File: src/rtl/alu_pkg.sv
// Shared ALU datapath definitions: operation encoding, chunk sizing helper
// and the elaboration-time divisibility check used by pipelined adders.
`ifndef ALU_PKG_SV
`define ALU_PKG_SV

package alu_pkg;

    typedef enum logic {
        OP_ADD = 1'b0,
        OP_SUB = 1'b1
    } addsub_op_t;

    // Width of one pipeline chunk when WIDTH bits are split over STAGES stages.
    function automatic int chunk_w(input int width, input int stages);
        return width / stages;
    endfunction

endpackage

// Stops elaboration when the operand width cannot be split into equal chunks.
`define ALU_CHECK_DIVISIBLE(W, S) \
    if (((W) % (S)) != 0) begin : g_width_stage_check \
        $error("pipelined_add_sub: WIDTH must be a multiple of STAGES"); \
    end

`endif

File: src/rtl/add_sub_stage.sv
// One slice of the pipelined adder/subtractor: a CHUNK-bit ripple adder
// working on chunk IDX of the operands, followed by the stage register that
// carries valid, operands, partial result, mode and carries to the next slice.
module add_sub_stage
    import alu_pkg::*;
#(
    parameter int WIDTH = 8,
    parameter int CHUNK = 4,
    parameter int IDX   = 0
) (
    input  logic             clk,
    input  logic             rst_n,
    input  logic             in_vld,
    input  logic [WIDTH-1:0] in_a,
    input  logic [WIDTH-1:0] in_b,
    input  logic [WIDTH-1:0] in_res,
    input  logic             in_sub,
    input  logic             in_carry,
    input  logic             down_adv,
    output logic             adv,
    output logic             vld_q,
    output logic [WIDTH-1:0] a_q,
    output logic [WIDTH-1:0] b_q,
    output logic [WIDTH-1:0] res_q,
    output logic             sub_q,
    output logic             carry_q,
    output logic             msb_q
);

    addsub_op_t       op;
    logic [CHUNK-1:0] a_chunk;
    logic [CHUNK-1:0] b_eff;
    logic [CHUNK-1:0] sum;
    logic [CHUNK:0]   c;

    logic             vld_d;
    logic [WIDTH-1:0] a_d;
    logic [WIDTH-1:0] b_d;
    logic [WIDTH-1:0] res_d;
    logic             sub_d;
    logic             carry_d;
    logic             msb_d;

    // Ripple-carry over this chunk; subtraction inverts b and relies on the
    // carry-in of chunk 0 being the sub bit.
    always_comb begin
        op      = in_sub ? OP_SUB : OP_ADD;
        a_chunk = in_a[IDX*CHUNK +: CHUNK];
        b_eff   = (op == OP_SUB) ? ~in_b[IDX*CHUNK +: CHUNK] : in_b[IDX*CHUNK +: CHUNK];
        sum     = '0;
        c       = '0;
        c[0]    = in_carry;
        for (int i = 0; i < CHUNK; i++) begin
            sum[i]   = a_chunk[i] ^ b_eff[i] ^ c[i];
            c[i+1]   = (a_chunk[i] & b_eff[i]) | (c[i] & (a_chunk[i] ^ b_eff[i]));
        end
    end

    // Next register contents: operands and mode travel unchanged, this
    // chunk's sum is merged into the partial result, carries are captured.
    always_comb begin
        vld_d   = in_vld;
        a_d     = in_a;
        b_d     = in_b;
        sub_d   = in_sub;
        carry_d = c[CHUNK];
        msb_d   = c[CHUNK-1];
        res_d   = in_res;
        res_d[IDX*CHUNK +: CHUNK] = sum;
    end

    // The slice moves on when it is empty or its downstream side is moving.
    always_comb begin
        adv = !vld_q || down_adv;
    end

    // Stage register; holds everything while stalled.
    always_ff @(posedge clk or negedge rst_n) begin
        if (!rst_n) begin
            vld_q   <= 1'b0;
            a_q     <= '0;
            b_q     <= '0;
            res_q   <= '0;
            sub_q   <= 1'b0;
            carry_q <= 1'b0;
            msb_q   <= 1'b0;
        end else if (adv) begin
            vld_q   <= vld_d;
            a_q     <= a_d;
            b_q     <= b_d;
            res_q   <= res_d;
            sub_q   <= sub_d;
            carry_q <= carry_d;
            msb_q   <= msb_d;
        end
    end

endmodule

File: src/rtl/pipelined_add_sub.sv
// Pipelined ripple-carry adder/subtractor. WIDTH is split into STAGES chunks,
// one chunk resolved per clock with the carry registered between slices.
// valid/ready handshake with full back-pressure; in_ready is combinational
// from out_ready through the advance chain so a full pipe never bubbles.
module pipelined_add_sub
    import alu_pkg::*;
#(
    parameter int WIDTH  = 8,
    parameter int STAGES = 2
) (
    input  logic             clk,
    input  logic             rst_n,
    input  logic             in_valid,
    output logic             in_ready,
    input  logic [WIDTH-1:0] a,
    input  logic [WIDTH-1:0] b,
    input  logic             sub,
    output logic             out_valid,
    input  logic             out_ready,
    output logic [WIDTH-1:0] result,
    output logic             carry_out,
    output logic             overflow
);

    localparam int CHUNK = chunk_w(WIDTH, STAGES);

    `ALU_CHECK_DIVISIBLE(WIDTH, STAGES)

    logic [STAGES-1:0] vld_s;
    logic [STAGES-1:0] adv_s;
    logic [STAGES-1:0] sub_s;
    logic [STAGES-1:0] carry_s;
    logic [STAGES-1:0] msb_s;
    logic [STAGES-1:0] in_vld_s;
    logic [STAGES-1:0] in_sub_s;
    logic [STAGES-1:0] in_carry_s;
    logic [STAGES-1:0] down_adv_s;
    logic [WIDTH-1:0]  a_s      [STAGES];
    logic [WIDTH-1:0]  b_s      [STAGES];
    logic [WIDTH-1:0]  res_s    [STAGES];
    logic [WIDTH-1:0]  in_a_s   [STAGES];
    logic [WIDTH-1:0]  in_b_s   [STAGES];
    logic [WIDTH-1:0]  in_res_s [STAGES];

    for (genvar k = 0; k < STAGES; k++) begin : g_stage
        if (k == 0) begin : g_head
            // First slice takes the live operands; carry-in is the sub bit.
            assign in_vld_s[k]   = in_valid;
            assign in_a_s[k]     = a;
            assign in_b_s[k]     = b;
            assign in_sub_s[k]   = sub;
            assign in_carry_s[k] = sub;
            assign in_res_s[k]   = '0;
        end else begin : g_body
            // Later slices take the skewed operands and carry of the previous slice.
            assign in_vld_s[k]   = vld_s[k-1];
            assign in_a_s[k]     = a_s[k-1];
            assign in_b_s[k]     = b_s[k-1];
            assign in_sub_s[k]   = sub_s[k-1];
            assign in_carry_s[k] = carry_s[k-1];
            assign in_res_s[k]   = res_s[k-1];
        end

        if (k == STAGES - 1) begin : g_tail
            assign down_adv_s[k] = out_ready;
        end else begin : g_mid
            assign down_adv_s[k] = adv_s[k+1];
        end

        add_sub_stage #(
            .WIDTH (WIDTH),
            .CHUNK (CHUNK),
            .IDX   (k)
        ) u_stage (
            .clk      (clk),
            .rst_n    (rst_n),
            .in_vld   (in_vld_s[k]),
            .in_a     (in_a_s[k]),
            .in_b     (in_b_s[k]),
            .in_res   (in_res_s[k]),
            .in_sub   (in_sub_s[k]),
            .in_carry (in_carry_s[k]),
            .down_adv (down_adv_s[k]),
            .adv      (adv_s[k]),
            .vld_q    (vld_s[k]),
            .a_q      (a_s[k]),
            .b_q      (b_s[k]),
            .res_q    (res_s[k]),
            .sub_q    (sub_s[k]),
            .carry_q  (carry_s[k]),
            .msb_q    (msb_s[k])
        );
    end

    assign in_ready  = adv_s[0];
    assign out_valid = vld_s[STAGES-1];
    assign result    = res_s[STAGES-1];
    assign carry_out = carry_s[STAGES-1];
    // Signed overflow: carry into the MSB differs from carry out of it.
    assign overflow  = msb_s[STAGES-1] ^ carry_s[STAGES-1];

    // The last slice's operand copies and the inner MSB carries have no consumer.
    logic unused_tail;
    assign unused_tail = ^{a_s[STAGES-1], b_s[STAGES-1], sub_s, msb_s};

endmodule
File: config.mk
export PLATFORM = sky130hd
export DESIGN_NAME = pipelined_add_sub
export DESIGN_NICKNAME = d
export VERILOG_FILES = /design/src/rtl/alu_pkg.sv /design/src/rtl/add_sub_stage.sv /design/src/rtl/pipelined_add_sub.sv
export SDC_FILE = /design/constraint.sdc
export NUM_CORES = 1
export LEC_CHECK = 0
export CAP_MARGIN = 20
export CORE_ASPECT_RATIO = 1.75
export CORE_MARGIN = 4
export CORE_UTILIZATION = 47
export DETAILED_ROUTE_END_ITERATION = 8
export GPL_TIMING_DRIVEN = 0
export PLACE_DENSITY = 0.86
export SKIP_LAST_GASP = 1
export SLEW_MARGIN = 20
export SYNTH_ARGS = -nofsm -noshare
export SYNTH_HDL_FRONTEND = slang
export SYNTH_SLANG_ARGS = --single-unit
File: constraint.sdc
create_clock -name clk -period 2.71 [get_ports clk]
set_input_delay 0.542 -clock clk [delete_from_list [all_inputs] [get_ports clk]]
set_output_delay 0.542 -clock clk [all_outputs]
set_load 0.03 [all_outputs]
-- Yosys cells after proc, flatten, opt, wreduce, memory -nomap -nowiden
Cells that the tools add are included.
- output and inout bits: 12
- input port bits: 21
- word-level logic and storage cells: 61
- flip-flop bits (word level): 34
- bitwise logic cells: 43
- reductions and logical operators: 4
- muxes and demuxes: 4
- operators by type and width (operator ; count):
    $xor A1 B1 Y1 ; 17
    $and A1 B1 Y1 ; 16
    $mux W4 ; 2
    $not A4 Y4 ; 2
    $or A1 B1 Y1 ; 8
    $logic_not A1 Y1 ; 2
    $logic_or A1 B1 Y1 ; 2
    $mux W1 ; 2

-- Longest topological paths before layout
- depth in word-level cells: 11
- depth in mapped cells: 10
- gate-level depth less buffers: 9

-- Hierarchy
From an unflattened synthesis, not the netlist that was laid out.
- cells, all modules: 156
- area, all modules: 2442.3 µm²
- by module, submodules not included (module ; sequential area each (µm²) ; instances ; area each (µm²) ; cells each):
    add_sub_stage ; 700.7 ; 2 ; 1214.9 ; 77
    pipelined_add_sub ; 0.0 ; 1 ; 12.5 ; 2

-- Worst setup path after synthesis
OpenSTA, ideal clock, no wires.
- kind: register -> register
- start: register g_stage[0].u_stage.sub_q
- end: register g_stage[1].u_stage.res_q[7]
- data required time: 2.633 ns
- clock period less this slack: 2.325 ns
- library setup time: 0.077 ns
- buffers on the path: 1
- path slack: 0.385 ns
- cell stages (with the launch flop): 11
- arrival time: 2.248 ns
- cells stage by stage: dfrtp_1 clkbuf_1 xor2_1 fa_1 inv_1 fa_1 inv_1 fa_1 inv_1 fa_1 a21oi_1
- word-level cells in the longest chain between the ends: 10
- elaborated cells on any way between the ends: 16
- those cells by class: mux (2); bitwise (14)
- RTL lines (element ; line ; RTL):
    start, declared ; add_sub_stage.sv:25 ; output logic sub_q,
    start signal, assigned ; add_sub_stage.sv:92 ; sub_q <= sub_d;
    $mux W1 (*) ; add_sub_stage.sv:47 ; op = in_sub ? OP_SUB : OP_ADD;
    $mux W4 (*) ; add_sub_stage.sv:49 ; b_eff = (op == OP_SUB) ? ~in_b[IDX*CHUNK +: CHUNK] : in_b[IDX*CHUNK +: CHUNK];
    $xor A1 B1 Y1 ; add_sub_stage.sv:55 ; c[i+1] = (a_chunk[i] & b_eff[i]) | (c[i] & (a_chunk[i] ^ b_eff[i]));
    $and A1 B1 Y1 ; add_sub_stage.sv:55 ;
    $or A1 B1 Y1 ; add_sub_stage.sv:55 ;
    $and A1 B1 Y1 ; add_sub_stage.sv:55 ;
    $or A1 B1 Y1 ; add_sub_stage.sv:55 ;
    $and A1 B1 Y1 ; add_sub_stage.sv:55 ;
    $or A1 B1 Y1 (*) ; add_sub_stage.sv:55 ;
    via g_stage[1].u_stage.msb_d ; add_sub_stage.sv:42 ; logic msb_d;
    $xor A1 B1 Y1 (*) ; add_sub_stage.sv:54 ; sum[i] = a_chunk[i] ^ b_eff[i] ^ c[i];
    end signal, assigned ; add_sub_stage.sv:91 ; res_q <= res_d;
    end, declared ; add_sub_stage.sv:24 ; output logic [WIDTH-1:0] res_q,
Mark *: on every way through the listed nets, which the timed path passes. The rest lies on a longest branch.
A chain may end at the register's enable or synchronous reset.

-- Worst setup path after layout
- start: input b[0]
- end: register g_stage[0].u_stage.res_q[3]
- word-level cells in the longest chain between the ends: 10
- elaborated cells on any way between the ends: 11
- those cells by class: mux (1); bitwise (10)
- RTL lines (element ; line ; RTL):
    start, declared ; pipelined_add_sub.sv:16 ; input logic [WIDTH-1:0] b,
    $not A4 Y4 ; add_sub_stage.sv:49 ;
    $mux W4 (*) ; add_sub_stage.sv:49 ;
    $xor A1 B1 Y1 ; add_sub_stage.sv:55 ;
    $and A1 B1 Y1 ; add_sub_stage.sv:55 ;
    $or A1 B1 Y1 (*) ; add_sub_stage.sv:55 ;
    $and A1 B1 Y1 (*) ; add_sub_stage.sv:55 ;
    $or A1 B1 Y1 (*) ; add_sub_stage.sv:55 ;
    $and A1 B1 Y1 (*) ; add_sub_stage.sv:55 ;
    $or A1 B1 Y1 (*) ; add_sub_stage.sv:55 ;
    $xor A1 B1 Y1 (*) ; add_sub_stage.sv:54 ;
    via g_stage[0].u_stage.res_d[3] ; add_sub_stage.sv:39 ; logic [WIDTH-1:0] res_d;
    end signal, assigned ; add_sub_stage.sv:91 ;
    end, declared ; add_sub_stage.sv:24 ;
Marks and branches as above.

==> out/metrics.cfg <==
[final_layout]
n_fill_cell=193
most-common-layout-cells=clkdlybuf4s50_1, dfrtp_1, inv_1
multi_input_comb_area_sq_um=562
seqCellArea_sq_um=651
antenna_cells=0
final_util_pct=66.9
post_route_cells_drive_above_1_share_pct=16.9
final_nets=153
area_growth_pct=34.4
stdcell_count=150
final_common_cell=clkdlybuf4s50_1
final_cell_area_sq_um=1710

[sta]
period_share_pct=93.3
max_freq_ghz=0.396
setup_slack_ns=0.182
rsz0062_at_grt=false
setup_viol=0
report.final.slew_viol_count=0
hold_violations=0
clock_skew_ns=0.00326
fin_setup_tns_ns=0
period_needed_ns=2.53
tightest_slew_ns=0.496
relSlewSlack_pct=66.8
whs_ns=0.490

[die]
row_count=24
die-area_sq_um=3630
pin_count=33
core_area_sq_um=2550
die_w_microns=47.3
start_util_pct=49.8
die_y_microns=76.8

[clocking]
numCtsBuffers=3
root_buffer=clkbuf_8
cts_tree=yes
clkSlewWorstSetupHoldPaths_ns=0.09
postCtsSetupRepairBufs=0
hold_buffers=0
clk_latency_ns=0.26
cts_num_sinks=26
h-tree-depth=1
clock_path_buffers=2

[global_route]
grt_overflow=0
track_usage_pct=14.6
antenna_found_initial=0
grt_pass1_wl_mm=3.79
grt_max_degree=18
grt_pass1_vias=848

[worst_setup_path]
path_delay_family=adder cells
crit_path_start_kind=input pin
crit_chain=clkdlybuf4s50_1 > mux2i_1 > fa_1 > fa_1 > inv_1 > fa_1 > mux2_4
cp_data_required_time_ns=2.87
rr_startpoint=g_stage[0].u_stage.sub_q
path_class=in -> reg
end_kind=flip-flop
cpPeakStageDelay_ns=0.51
arrival_ns=2.69
slowest_stage=clkdlybuf4s50_1
crit_start=b[0]
cp_num_buf_inv=2
cpMostUsedCell=fa_1
cp.depth=7
worst-path-max-fanout=2
reg2reg_depth=10

[power]
leakagePower_nw=0.772
power_density_nw_per_um2=791
vdd_ir_drop_max_mv=0.395
power_mw=1.35

[yosys]
ys_types=16
synthesis.area_sq_um=1270
yosys_warnings=0
synth_nets=115
synth_seq_area_share_pct=51.2
syn_area_per_cell_sq_um=14.6
synth_cells=87
ys_ff_latch=26

[route]
vias=752
drtIter0Drc=12
via_per_inst=5.01
antenna_left=0
drc_errors=0
avgRoutedWirePerCell_microns=15.0
firstDrtPassIters=3
wirelength_mm=2.26

[min_path]
hold_start=g_stage[0].u_stage.a_q[7]
min_delay_path_depth=1
hold_class=reg -> reg

[place]
placement.io_buffers=32
placed_area_sq_um=1640
place_congestion=0.707
dp.cells=146
place_ws_ns=-0.301
dp_hpwl_mm=1.82

[outcome]
status=finished clean

[job]
max_cap_violations=0

==> flip-flops by register name, summed over array words and instances, names as in the netlist <==
signal                   flops
g_stage.u_stage.b_q          4
g_stage.u_stage.msb_q        1
g_stage.u_stage.res_q       12
g_stage.u_stage.sub_q        1
g_stage.u_stage.carry_q      2
g_stage.u_stage.vld_q        2
g_stage.u_stage.a_q          4
==> per-layer routing <==
layer / track usage [%] / wire (microns) / vias to the layer above
li1: - / - / 353
met1: 17.1 / 826 / 376
met5: 0 / 0 / -
met3: 2.81 / 95 / 4
met2: 24.5 / 1300 / 19
met4: 5.82 / 37 / 0
==> power breakdown <==
part	switching (mW)	leakage [nW]	total [mW]	internal, mW
Clock	0.116	0.0357	0.313	0.197
Combinational	0.258	0.437	0.503	0.245
Sequential	0.0529	0.300	0.533	0.480
==> final timing paths <==
path	slack, ns	to
setup / recovery	0.18	g_stage[0].u_stage.res_q[3]
hold / removal	0.49	g_stage[0].u_stage.a_q[7]
setup reg to reg	0.19	g_stage[1].u_stage.res_q[7]
hold reg to reg	0.49	g_stage[0].u_stage.a_q[7]
max in group asynchronous	1.62	g_stage[0].u_stage.a_q[6]
min in group asynchronous	0.60	g_stage[0].u_stage.a_q[4]
==> cell usage after synthesis, drive strengths merged <==
cell | instances | area, sq um
nand3b | 1 | 20.0
a21oi | 3 | 15.0
mux2 | 19 | 236
dfrtp | 26 | 651
mux2i | 3 | 30.0
buf | 2 | 16.3
inv | 10 | 37.5
xor2 | 5 | 43.8
clkbuf | 1 | 3.75
nor3b | 3 | 22.5
nand2b | 3 | 18.8
fa | 7 | 140
xnor2 | 4 | 35.0
==> timing repair <==
action | CTS | global route
setup endpoints to repair | 2 | 0
endpoints found under the hold margin | 0 | 0
gates resized for setup | 2 | 0
==> cells by family after synthesis <==
| logic type | synth area share (%) |
|---|---|
| xor+xnor | 6.21 |
| simple gates | 4.83 |
| fa+ha+maj | 11.0 |
| buf+inv | 4.53 |
| compound gates | 1.18 |
| flops | 51.2 |
| mux | 21.0 |
==> area by class of cell <==
cell class / instances / area share [%]
inverter: 10 / 2.20
buffer: 3 / 1.17
sequential: 26 / 38.1
clock buffer: 3 / 2.42
timing repair buffer: 33 / 19.5
multi-input combinational: 48 / 32.9
tap: 26 / 1.91
clock inverter: 1 / 1.76
No activity file was read; power rests on OpenSTA's default activity.
